$ cat src/rtl/fetch_controller.sv
// fetch_controller: owns the PC, issues one instruction-memory read per cycle,
// and buffers returned words in a 2-entry FIFO toward decode. Handles branch
// redirects and halts permanently (until reset) on a misaligned or out-of-range PC.
module fetch_controller #(
    parameter logic [31:0] RESET_PC   = 32'h0000_0000,
    parameter int          IMEM_BYTES = 1024
) (
    input  logic        clk,
    input  logic        rst,
    input  logic        en,
    output logic [31:0] A,
    input  logic [31:0] RD,
    input  logic        branch_valid,
    input  logic [31:0] branch_target,
    output logic        instr_valid,
    output logic [31:0] instr,
    output logic [31:0] instr_pc,
    input  logic        instr_ready,
    output logic        fault
);

    localparam logic [31:0] LAST_PC = 32'(IMEM_BYTES - 4);

    typedef enum logic [1:0] {
        IDLE  = 2'd0,
        FETCH = 2'd1,
        HALT  = 2'd2
    } state_t;

    typedef struct packed {
        logic [31:0] word;
        logic [31:0] pc;
    } entry_t;

    state_t      state_q, state_d;
    logic [31:0] pc_q, pc_d;
    logic [31:0] issue_pc_q, issue_pc_d;
    logic        inflight_q, inflight_d;
    logic        fault_q, fault_d;
    logic [1:0]  count_q, count_d;
    entry_t      head_q, head_d;
    entry_t      tail_q, tail_d;

    logic        pop;
    logic        push;
    logic        issue;
    logic        redirect;
    logic        pc_bad;
    logic [2:0]  credit;
    logic [1:0]  count_after_pop;

    // Next-state logic: FSM, issue/credit decision, redirect and FIFO update.
    always_comb begin
        state_d         = state_q;
        pc_d            = pc_q;
        issue_pc_d      = issue_pc_q;
        inflight_d      = 1'b0;
        fault_d         = fault_q;
        count_d         = count_q;
        head_d          = head_q;
        tail_d          = tail_q;
        issue           = 1'b0;

        pop             = (count_q != 2'd0) && instr_ready;
        redirect        = (state_q == FETCH) && branch_valid;
        push            = inflight_q && !redirect;
        pc_bad          = (pc_q > LAST_PC) || (pc_q[1:0] != 2'b00);
        credit          = {1'b0, count_q} + {2'b00, inflight_q} - {2'b00, pop};
        count_after_pop = count_q - {1'b0, pop};

        unique case (state_q)
            IDLE: begin
                if (en) begin
                    state_d = FETCH;
                end
            end
            FETCH: begin
                if (redirect) begin
                    if (branch_target[1:0] != 2'b00) begin
                        fault_d = 1'b1;
                        state_d = HALT;
                    end else begin
                        pc_d = branch_target;
                    end
                end else if (credit < 3'd2) begin
                    if (pc_bad) begin
                        fault_d = 1'b1;
                        state_d = HALT;
                    end else begin
                        issue = 1'b1;
                    end
                end
            end
            HALT: begin
                state_d = HALT;
            end
            default: begin
                state_d = IDLE;
            end
        endcase

        if (issue) begin
            inflight_d = 1'b1;
            issue_pc_d = pc_q;
            pc_d       = pc_q + 32'd4;
        end

        if (pop) begin
            head_d = tail_q;
        end
        if (push) begin
            if (count_after_pop == 2'd0) begin
                head_d = '{word: RD, pc: issue_pc_q};
            end else begin
                tail_d = '{word: RD, pc: issue_pc_q};
            end
        end
        count_d = count_after_pop + {1'b0, push};

        if (redirect) begin
            count_d = 2'd0;
        end
    end

    // State registers; asynchronous reset discards all buffered and in-flight words.
    always_ff @(posedge clk or negedge rst) begin
        if (!rst) begin
            state_q    <= IDLE;
            pc_q       <= RESET_PC;
            issue_pc_q <= RESET_PC;
            inflight_q <= 1'b0;
            fault_q    <= 1'b0;
            count_q    <= 2'd0;
            head_q     <= '0;
            tail_q     <= '0;
        end else begin
            state_q    <= state_d;
            pc_q       <= pc_d;
            issue_pc_q <= issue_pc_d;
            inflight_q <= inflight_d;
            fault_q    <= fault_d;
            count_q    <= count_d;
            head_q     <= head_d;
            tail_q     <= tail_d;
        end
    end

    // The credit rule must never allow a push into a full FIFO without a pop.
    assert property (@(posedge clk) disable iff (!rst)
                     !(push && !pop && (count_q == 2'd2)));

    assign A           = pc_q;
    assign instr_valid = (count_q != 2'd0);
    assign instr       = head_q.word;
    assign instr_pc    = head_q.pc;
    assign fault       = fault_q;

endmodule

$ cat config.mk
export PLATFORM = sky130hd
export DESIGN_NAME = fetch_controller
export DESIGN_NICKNAME = d
export VERILOG_FILES = /design/src/rtl/fetch_controller.sv
export SDC_FILE = /design/constraint.sdc
export NUM_CORES = 1
export LEC_CHECK = 0
export ABC_AREA = 1
export BUFFER_PORTS_ARGS = -buffer_cell sky130_fd_sc_hd__buf_2
export CAP_MARGIN = 5
export CORE_MARGIN = 5
export CORE_UTILIZATION = 50
export CTS_CLUSTER_SIZE = 30
export DETAILED_ROUTE_END_ITERATION = 7
export GPL_TIMING_DRIVEN = 1
export PLACE_DENSITY = 0.81
export SYNTH_ARGS = -nofsm -noshare
export SYNTH_HDL_FRONTEND = slang
export SYNTH_SLANG_ARGS = --single-unit
export TNS_END_PERCENT = 5
$ cat constraint.sdc
create_clock -name clk -period 1.93 [get_ports clk]
set_input_delay 0.193 -clock clk [delete_from_list [all_inputs] [get_ports clk]]
set_output_delay 0.193 -clock clk [all_outputs]
set_load 0.05 [all_outputs]
==> key figures, run 1 <==
Power and ir drop
  • PwrDens: 1600 nW/um^2
  • Switch Pwr: 8.65 mW
  • Sequential cell fraction of total power: 0.335
  • Final Power: 17.9 mW
  • Switching share of power: 0.482
  • Clk pwr share: 0.193
  • Leak: 6.20 nW
  • VDD IR max: 0.00138 V
  • Internal power: 9.29 mW
  • Comb pwr share: 0.471

Layout
  • Diodes inserted: 0
  • Area grow syn2layout: 23.3%
  • Nets: 1322
  • Share of cells above drive strength 1: 0.260
  • # fillers: 1468
  • Post-layout instance area: 11200 sq um

Floorplanning
  • Row count: 49
  • Chip width: 145 microns
  • Ports: 167
  • Core area: 17900 sq um
  • Die height: 145 microns
  • Die ar.: 20900 sq um
  • Initial Utilization: 0.506

STA
  • Worst slew pin tran: 0.754 ns
  • Final hold violation count: 0
  • Peak Freq: 0.454 GHz
  • Worst-case setup margin in the final layout: -0.275 ns
  • Fin. max-slew vios: 0
  • RSZ-0062 raised after global routing: true
  • Final Setup Violations: 58
  • Fin Hold WS: 0.00998 ns
  • Worst rel slew slack: 0.497
  • Clk_skew: 0.0155 ns
  • Min Clock Period, post-route: 2.20 ns
  • Ratio of final minimum period to clock period: 1.14

Detailed routing
  • Drt total wl: 21200 microns
  • DR WL/cell: 14.3 microns
  • Via count: 7343
  • Post-DR vias/cell: 4.93
  • DRC: 0
  • First DRT Iteration DRCs: 464
  • Routed Antenna Nets: 0
  • DRT Pass-1 Iters: 5

Hold path
  • Hold Crit Class: input port to flop
  • Hold_sp: branch_target[24]

Run status
  • Failing checks: setup timing
  • Status: finished, violations left

Synth
  • XOR/XNOR Fraction of Synth Area: 0.00290
  • Combinational family with the most area after synthesis: simple AND/OR/NAND/NOR gates
  • Synthesis Warnings: 0
  • Sequential fraction of the synthesis area: 0.546
  • #FFs+latches synth: 198
  • Syn Inst Count: 1052
  • Adder-cell share of the synthesized area: 0.00911
  • Post-synthesis mux area share: 0
  • Post-synthesis simple-gate area fraction: 0.227
  • Cell variety after synth: 32
  • Synth Cell Area: 9070 sq um
  • Compound-Gate Fraction of Synth Area: 0.112
  • Syn nets: 1127
  • Syn avg cell area: 8.62 sq um

Placement
  • Detailed-placement wirelength estimate: 13600 microns
  • GP Congestion: 0.819
  • Placed Area: 10100 sq um
  • I/O Buffers: 166

Run
  • Max cap viols: 0

Global routing
  • Gr usage total: 0.202
  • Initial antenna violation count: 0
  • Largest net degree at the start of global routing: 66
  • Vias in the first global route: 6954
  • First-pass GRT wire length: 33800 microns
  • GR Overflow Total: 0

Worst setup path
  • Crit path max fanout: 9
  • Crit end category: flop
  • Crit path DAT: 2.53 ns
  • RR Startpoint: count_q[0]
  • Cell Chain, Critical Path: o21a_4 -> nand2_4 -> inv_1 -> fa_1 -> nand2_2 -> nor2_4 -> nand4_4 -> buf_12 -> clkbuf_16 -> nand3_1 -> nand3_1
  • CP bufs+invs: 3
  • Slowest Stage Delay on Critical Path: 0.50 ns
  • Crit path kind: flop to flop
  • Worst setup startpoint: count_q[0]
  • CP Launch Type: flop
  • Cell mode on critical path: nand3_1
  • Top delay family on crit path: simple AND/OR/NAND/NOR gates
  • Worst EP required: 2.25 ns
  • Critical path's slowest cell: fa_1

Clock network
  • CTS tree: done
  • H-tree Lvls: 4
  • Num CTS Buffers: 17
  • Root Driver: clkbuf_16
  • Reg clk slew, reported paths: 0.08 ns
  • Clk_lat worst skew: 0.44 ns
  • CTS Sinks: 198
  • CTS Buffer Depth: 2
synthesized netlist by cell type (all sizes together):
master    n  area share
a21oi     1     0.00055
a31oi     1     0.00069
buf      47       0.048
clkbuf    8      0.0033
clkinv    1     0.00041
dfrtp   198        0.55
fa        1      0.0022
ha        5      0.0069
inv     122       0.051
nand2   434        0.18
nand3    45       0.025
nand4     9      0.0069
nor2     29       0.014
o211ai    1     0.00083
o21a      1      0.0017
o21ai   145        0.11
o21bai    1     0.00083
xnor2     1     0.00097
xor2      2      0.0019
cell usage in the layout (no fill, tap or decap), types with 8 or more instances in the layout:
cell type / n
clkbuf_16: 19
nand4_1: 8
o21ai_0: 15
inv_1: 118
buf_2: 165
nor2_1: 25
dfrtp_1: 198
o21ai_2: 65
dlygate4sd3_1: 26
nand2_1: 428
buf_4: 21
buf_12: 14
nand3_1: 39
o21ai_1: 63
kinds of logic (layout without fill, tap and decap cells):
logic type / Yosys count / after routing
and+or+nand+nor: 517 / 517
adders and majority gates: 6 / 6
xor gates and xnor gates: 3 / 3
AOI/OAI and AO/OA: 150 / 150
buffers and inverters: 178 / 386
DFF: 198 / 198
final cells by class:
class	instances	area, sq um	share of cell area
well taps	229	287	0.0256
clock inverters	14	143	0.0128
clock buffers	18	439	0.0393
flip-flops and latches	198	4950	0.443
repair buffers	231	1610	0.144
multi-input cells	676	3280	0.293
inverters	123	465	0.0416
registers in the layout, summed over array words and instances (netlist names):
name	flops
count_q	2
fault	1
state_q	2
inflight_q	1
A	32
instr	32
tail_q	64
issue_pc_q	32
instr_pc	32
worst min-delay path, delay by kind of cell:
kind	cells	cell delay (ns)
compound gates	1	0.07
buf+inv	1	0.08
simple gates	1	0.06
timing repair:
action	4_1_cts	5_1_grt
resized for setup	5	23
pin swaps	0	4
cloned	0	3
hold buffers	26	0
endpoints found under the setup margin	144	164
setup buffers	0	3
endpoints found under the hold margin	77	0
per-stage QoR:
stage | instances | setup TNS, ns | utilization | worst slack, ns
final | 1489 | -13.17 | 0.624 | -0.275
after global routing | 1489 | -23.69 | 0.624 | -0.426
after CTS | 1483 | -12.63 | 0.614 | -0.255
after detailed placement | 1425 | -15.06 | 0.565 | -0.286
after global placement | 1425 | -9.35 | 0.565 | -0.213
after floorplan | 1052 | -10.17 | - | -0.233
power groups by stage:
stage / sequential (mW) / combinational [mW] / clock, mW
floorplan: 9.37 / 2.81 / 0
global placement: 5.99 / 8.15 / 0
detailed placement: 6.05 / 8.28 / 0
CTS: 5.99 / 8.39 / 3.52
global route: 6.15 / 9.13 / 3.72
finish: 6.02 / 8.46 / 3.47
path summary, 6_finish.rpt:
path,endpoint,slack [ns],cells past startpoint
max,A[7],-0.27,11
min,A[24],0.01,3
max reg2reg,A[7],-0.27,11
min reg2reg,issue_pc_q[31],0.47,2
max in group asynchronous,tail_q[3],0.95,3
min in group asynchronous,instr[8],0.28,2
routing by layer:
| metal | global-route usage | vias up | part of all wire |
|---|---|---|---|
| met5 | 0 | - | 0 |
| met4 | 0.0604 | 0 | 0.020 |
| met3 | 0.0480 | 32 | 0.077 |
| met1 | 0.263 | 3391 | 0.42 |
| li1 | - | 3650 | - |
| met2 | 0.340 | 270 | 0.48 |
Note: power is estimated with default switching activity, not from simulation.
==> inputs of run 2 (changes only) <==
==> constraint.sdc (replaced) <==
create_clock -name clk -period 1.93 [get_ports clk]
set_input_delay 0.0965 -clock clk [delete_from_list [all_inputs] [get_ports clk]]
set_output_delay 0.0965 -clock clk [all_outputs]
set_load 0.05 [all_outputs]
==> run 2 against run 1 <==
Compared with the run above:
- the run still ends with setup timing left
- first-iteration DRC count rose by 5.4%
- sequential power fell by 0.8%
- largest power group unchanged
- global-route usage rose by 0.60 points
- worst setup slack improved by 0.030 ns
- critical path type unchanged
- die area did not move
- via count rose by 0.79%
- non-clock buffer count rose by 28
- combinational power barely moved
- highest routed layer unchanged
- count of clock-buffer cells in the layout rose by 3
- critical endpoint is now A[6]
- critical path depth fell by 1
- clock power rose by 1%
==> key figures, run 2 (synthesized netlist as in run 1, its figures left out) <==
Floorplanning
  • Core area: 17900 sq um (unchanged)
  • Chip width: 145 microns (unchanged)
  • Die height: 145 microns (unchanged)
  • Row count: 49 (unchanged)
  • Die ar.: 20900 sq um (unchanged)
  • Ports: 167 (unchanged)
  • Initial Utilization: 0.506 (unchanged)

Detailed routing
  • Via count: 7401 (+0.79%)
  • Drt total wl: 21100 microns (-0.77%)
  • First DRT Iteration DRCs: 489 (+5.4%)
  • DRC: 0 (unchanged)
  • Routed Antenna Nets: 0 (unchanged)
  • Post-DR vias/cell: 4.88 (-1.1%)
  • DRT Pass-1 Iters: 6 (+1)
  • DR WL/cell: 13.9 microns (-2.6%)

Global routing
  • Vias in the first global route: 7358 (+5.8%)
  • First-pass GRT wire length: 35000 microns (+3.3%)
  • Largest net degree at the start of global routing: 66 (unchanged)
  • Initial antenna violation count: 0 (unchanged)
  • GR Overflow Total: 0 (unchanged)
  • Gr usage total: 0.208 (+0.00595)

Hold path
  • Hold Crit Class: input port to flop

STA
  • Fin. max-slew vios: 0 (unchanged)
  • Min Clock Period, post-route: 2.17 ns (-0.0301 ns)
  • Fin Hold WS: 0.0317 ns (+0.0217 ns)
  • Clk_skew: 0.0119 ns (-0.00358 ns)
  • RSZ-0062 raised after global routing: true
  • Setup TNS Final: -10.40 ns (+2.77 ns)
  • Worst rel slew slack: 0.501 (+0.00361)
  • Final Setup Violations: 58 (unchanged)
  • Ratio of final minimum period to clock period: 1.13 (-0.0156)
  • Worst slew pin tran: 0.749 ns (-0.00542 ns)
  • Final hold violation count: 0 (unchanged)
  • Worst-case setup margin in the final layout: -0.244 ns (+0.0301 ns)
  • Peak Freq: 0.460 GHz (+1.4%)

Clock network
  • Num CTS Buffers: 17 (unchanged)
  • H-tree Lvls: 4 (unchanged)
  • Post-CTS setup buffers: 0 (unchanged)
  • Root Driver: clkbuf_16
  • Clk_lat worst skew: 0.43 ns (about the same)
  • CTS Sinks: 198 (unchanged)
  • Reg clk slew, reported paths: 0.07 ns (about the same)
  • CTS Buffer Depth: 2 (unchanged)
  • CTS tree: done

Layout
  • Fin cells: 1517 (+1.9%)
  • Diodes inserted: 0 (unchanged)
  • Area grow syn2layout: 25.4%
  • Nets: 1350 (+2.1%)
  • Util after Layout: 0.635 (+0.0106)
  • Commonest non-fill, non-tap cell in the layout: nand2_1
  • Most flops, register: tail_q
  • Commonest cells after routing, fill and taps aside: nand2_1 (430), dfrtp_1 (198), buf_2 (165), inv_1 (118), o21ai_1 (64)
  • Largest register FFs: 64 (unchanged)
  • Share of cells above drive strength 1: 0.241 (-0.0189)

Worst setup path
  • CP Launch Type: flop
  • R2R Setup Slk: -0.24 ns (+0.03 ns)
  • Worst EP required: 2.25 ns (about the same)
  • Crit path kind: flop to flop
  • Crit path max fanout: 48 (+39)
  • Crit end category: flop
  • Crit path DAT: 2.49 ns (-0.04 ns)

Power and ir drop
  • Final Power: 17.9 mW (-0.11%)
  • PwrDens: 1580 nW/um^2 (-1.8%)
  • VDD IR max: 0.00101 V (-27%)
  • Leak: 6.28 nW (+1.3%)

Placement
  • Detailed-placement wirelength estimate: 13400 microns (-1.8%)
  • GP Congestion: 0.809 (-1.3%)
  • I/O Buffers: 166 (unchanged)
  • DP Cell Count: 1423 (-0.14%)

Run status
  • Failing checks: setup timing
  • Status: finished, violations left

Run
  • Max cap viols: 0 (unchanged)
## run 2: worst paths after layout
kind | startpoint | endpoint | cells after the start
worst max-delay path | count_q[0] | A[6] | 10
worst min-delay path | branch_valid | fault | 3
worst max register to register | count_q[0] | A[6] | 10
worst min register to register | issue_pc_q[24] | issue_pc_q[24] | 2
max in group asynchronous | rst | instr[21] | 3
min in group asynchronous | rst | instr[7] | 2
## run 2: worst max-delay path: stages (launching register included)
cell and delay, ns:
dfrtp_1 0.40, o21a_4 0.23, nand2_4 0.08, inv_2 0.04, fa_1 0.52, nand2_2 0.07
nor2_4 0.14, nand4_4 0.15, buf_12 0.23, nand3_1 0.10, nand3_1 0.08
## run 2: power breakdown
part / switching, mW / leakage (nW) / internal, mW
Combinational: 6.22 / 3.68 / 2.22
Clock: 1.60 / 0.284 / 1.91
Sequential: 0.757 / 2.32 / 5.21
## run 2: metal layers
metal  GRT usage  vias to the layer above  routed length [microns]
met5           0                        -                        0
met4      0.0609                        0                      312
met3      0.0605                       29                     1640
met2       0.349                      250                    10200
met1       0.264                     3429                     8930
li1            -                     3693                        -
## run 2: stage by stage
stage	setup slack (ns)	area (sq um)
6_report	-0.244	11400
5_1_grt	-0.337	11400
4_1_cts	-0.240	11400
3_5_place_dp	-0.246	10100
3_3_place_gp	-0.182	10100
2_1_floorplan	-0.233	9070
## run 2: final cells by class
class / count / area, sq um
Fill cell: 1416 / 6540
Sequential cell: 198 / 4950
Multi-Input combinational cell: 676 / 3230
Timing Repair Buffer: 259 / 1840
Clock buffer: 21 / 470
Inverter: 123 / 462
Tap cell: 229 / 287
Clock inverter: 11 / 116
## run 2: repair_timing
item	in CTS	in global routing
gates resized for setup	5	2
endpoints found under the setup margin	58	131
hold buffers	62	0
pin swaps	0	1
hold endpoints to repair	150	0
==> inputs of run 3 (changes only) <==
--- a/config.mk
+++ b/config.mk
@@ -5,15 +5,14 @@
 export SDC_FILE = /design/constraint.sdc
 export NUM_CORES = 1
 export LEC_CHECK = 0
-export ABC_AREA = 1
 export BUFFER_PORTS_ARGS = -buffer_cell sky130_fd_sc_hd__buf_2
 export CAP_MARGIN = 5
 export CORE_MARGIN = 5
-export CORE_UTILIZATION = 50
+export CORE_UTILIZATION = 49
 export CTS_CLUSTER_SIZE = 30
 export DETAILED_ROUTE_END_ITERATION = 7
 export GPL_TIMING_DRIVEN = 1
-export PLACE_DENSITY = 0.81
+export PLACE_DENSITY = 0.8
 export SYNTH_ARGS = -nofsm -noshare
 export SYNTH_HDL_FRONTEND = slang
 export SYNTH_SLANG_ARGS = --single-unit
==> run 3 against run 2 <==
Compared with the run above:
- the flow still finishes with violations (setup timing)
- synthesized area fell by 10%
- maximum frequency down 6.2%
- largest power group is now registers
- critical endpoint is now state_q[0]
- global-route usage decreased by 0.48 points
- wire length shrank 9.0%
- count of clock-buffer cells in the layout down 2
- clock power rose by 4%
- synthesized cell count down 36%
- first-iteration DRC count decreased by 35%
- combinational power decreased by 36%
- sequential cell count stayed put
- sequential power shrank 6.7%
- worst setup slack worse by 0.14 ns
==> key figures, run 3 <==
Global routing
  • GR Overflow Total: 0 (unchanged)
  • Met2 usage: 0.338 (-0.0112)
  • Most Used Layer, Global Route: met2
  • Gr usage total: 0.203 (-0.00478)
  • First-pass GRT wire length: 32500 microns (-7.0%)
  • GR Util met1: 0.270 (+0.00610)
  • Vias in the first global route: 6407 (-13%)
  • Largest net degree at the start of global routing: 67 (+1.5%)
  • Global Route met3 Usage: 0.0545 (-0.00598)
  • Initial antenna violation count: 0 (unchanged)

Run
  • Max cap viols: 0 (unchanged)

Clock network
  • Root Driver: clkbuf_16
  • Reg clk slew, reported paths: 0.07 ns (about the same)
  • H-tree Lvls: 4 (unchanged)
  • CTS tree: done
  • Num CTS Buffers: 17 (unchanged)
  • CTS Sinks: 198 (unchanged)
  • Clk_lat worst skew: 0.42 ns (about the same)
  • CTS Buffer Depth: 2 (unchanged)

Power and ir drop
  • Sequential cell fraction of total power: 0.381 (+0.048)
  • Clk pwr share: 0.251 (+0.055)
  • PwrDens: 1330 nW/um^2 (-16%)
  • Leak: 5.96 nW (-5.0%)
  • Switching share of power: 0.398 (-0.0808)
  • Comb pwr share: 0.368 (-0.103)
  • Internal power: 8.80 mW (-5.8%)
  • VDD IR max: 0.00113 V (+13%)
  • Switch Pwr: 5.82 mW (-32%)

Layout
  • Diodes inserted: 0 (unchanged)
  • # fillers: 1187 (-16%)
  • Register area: 4950 sq um (unchanged)
  • Commonest non-fill, non-tap cell in the layout: dfrtp_1
  • Share of cells above drive strength 1: 0.363 (+0.121)
  • Largest register FFs: 64 (unchanged)
  • Multi-input gate area: 3090 sq um (-4.4%)
  • Commonest cells after routing, fill and taps aside: dfrtp_1 (198), buf_2 (165), nand2_1 (135), mux2_2 (71), mux2i_1 (67)
  • Post-layout instance area: 11000 sq um (-3.2%)
  • Nets: 1008 (-25%)
  • Most flops, register: tail_q
  • Area grow syn2layout: 34.9%

Placement
  • Detailed-placement wirelength estimate: 12400 microns (-7.5%)
  • I/O Buffers: 166 (unchanged)
  • GP Congestion: 0.835 (+3.3%)
  • Placed Area: 9630 sq um (-5.0%)

Synth
  • Top_reg_cell synth: dfrtp_1
  • Async set-or-reset flop fraction in the synthesized netlist: 1.00 (unchanged)
  • Most frequent cells after synthesis: dfrtp_1 (198), nand2_1 (137), mux2_2 (74)
  • Sequential fraction of the synthesis area: 0.608 (+0.0614)
  • #FFs+latches synth: 198 (unchanged)
  • Syn avg cell area: 12.1 sq um (+41%)
  • Most common cell in the netlist: dfrtp_1
  • Cell variety after synth: 43 (+34%)
  • Syn Inst Count: 672 (-36%)
  • Cell taking the most area after synthesis: dfrtp_1
  • Synthesis Warnings: 0 (unchanged)
  • Synth area leaders: dfrtp_1 (61%), mux2_2 (10%), mux2i_1 (8.2%), nand2_1 (6.3%), o21ai_0 (3.9%)
  • EDFF count, synth: 0 (unchanged)
  • Synth Cell Area: 8150 sq um (-10%)
  • Syn nets: 747 (-34%)
  • Yosys top cell area share: 0.608 (+0.0614)

STA
  • Final Setup Violations: 44 (-24%)
  • Ratio of final minimum period to clock period: 1.20 (+0.0742)
  • Fin. max-slew vios: 0 (unchanged)
  • Min Clock Period, post-route: 2.32 ns (+0.143 ns)
  • Final hold violation count: 0 (unchanged)
  • RSZ-0062 raised after global routing: true
  • Worst-case setup margin in the final layout: -0.388 ns (-0.143 ns)
  • Clk_skew: 0.00701 ns (-0.00487 ns)
  • Worst slew pin tran: 0.543 ns (-0.205 ns)
  • Worst rel slew slack: 0.638 (+0.137)
  • Fin Hold WS: 0.179 ns (+0.147 ns)
  • Peak Freq: 0.431 GHz (-6.2%)

Floorplanning
  • Chip width: 139 microns (-3.9%)
  • Die ar.: 19300 sq um (-7.7%)
  • Ports: 167 (unchanged)
  • Die height: 139 microns (-3.9%)
  • Row count: 47 (-4.1%)
  • Initial Utilization: 0.495 (-0.0114)
  • Core area: 16500 sq um (-8.0%)

Detailed routing
  • Routed Antenna Nets: 0 (unchanged)
  • First DRT Iteration DRCs: 316 (-35%)
  • Post-DR vias/cell: 5.13 (+5.2%)
  • Via count: 5984 (-19%)
  • Drt total wl: 19200 microns (-9.0%)
  • DR WL/cell: 16.4 microns (+18%)
  • DRT Pass-1 Iters: 4 (-2)
  • DRC: 0 (unchanged)

Worst setup path
  • Worst EP required: 2.24 ns (about the same)
  • Crit path DAT: 2.63 ns (+0.14 ns)
  • Crit path kind: flop to flop
  • CP Launch Type: flop
  • Crit path max fanout: 2 (-96%)
  • Crit end category: flop

Run status
  • Failing checks: setup timing
  • Status: finished, violations left

Hold path
  • Hold Crit Class: input port to flop
## run 3: stage by stage
step                      utilization  power (mW)  instances  setup slack [ns]  TNS, ns
after global placement          0.585        10.6       1068            -0.331   -16.67
after global routing            0.668        15.3       1166            -0.528   -21.52
after floorplan                     -        9.09        672            -0.310    -8.14
final                           0.668        14.6       1166            -0.388   -12.12
after CTS                       0.665        14.6       1165            -0.390   -12.64
after detailed placement        0.585        10.7       1068            -0.407   -23.86
## run 3: layer usage
metal	vias up	share of wire	wire length [microns]
li1	2829	-	-
met1	2966	0.43	8320
met2	175	0.49	9480
met3	14	0.063	1200
met4	0	0.0088	169
met5	-	0	0
## run 3: path summary, 6_finish.rpt
| kind | startpoint | end | slack (ns) | cells past startpoint |
|---|---|---|---|---|
| worst max-delay path | count_q[0] | state_q[0] | -0.39 | 9 |
| worst min-delay path | en | state_q[1] | 0.18 | 4 |
| worst max register to register | count_q[0] | state_q[0] | -0.39 | 9 |
| worst min register to register | issue_pc_q[5] | instr_pc[5] | 0.50 | 2 |
| max in group asynchronous | rst | tail_q[28] | 0.99 | 3 |
| min in group asynchronous | rst | instr[1] | 0.25 | 2 |
## run 3: layout make-up
class                   instances  area share
well taps                     220      0.0250
clock inverters                13      0.0154
repair buffers                279       0.185
inverters                       9     0.00307
multi-input cells             428       0.281
clock buffers                  19      0.0403
flip-flops and latches        198       0.451
## run 3: repair_timing
action / CTS / global route
hold buffers: 64 / 0
gates cloned: 0 / 0
buffers inserted: 1 / 1
pin swaps: 8 / 3
resized for setup: 13 / 18
endpoints found under the setup margin: 169 / 172
hold endpoints to repair: 155 / 0
## run 3: cells by family after synthesis
kind of cell	synth area share
DFF	0.608
and+or+nand+nor	0.108
muxes	0.186
AOI/OAI and AO/OA	0.0579
buffers and inverters	0.0285
adders and majority gates	0.0101
xor gates and xnor gates	0.00215
## run 3: worst max-delay path: stages, from the launching register on
cell and delay (ns):
dfrtp_1 0.37, nand3b_1 0.19, o21ai_2 0.09, nand2_1 0.09
fa_2 0.36, xnor2_2 0.20, a21o_1 0.18, o21ai_2 0.09
a221oi_4 0.31, mux2_4 0.34
## run 3: power groups by stage
stage | Sequential (mW) | Clock, mW | Combinational [mW]
after global routing | 5.67 | 3.92 | 5.70
after floorplan | 7.54 | 0 | 1.55
after CTS | 5.54 | 3.75 | 5.29
after detailed placement | 5.61 | 0 | 5.07
after global placement | 5.57 | 0 | 4.98
final | 5.57 | 3.66 | 5.39
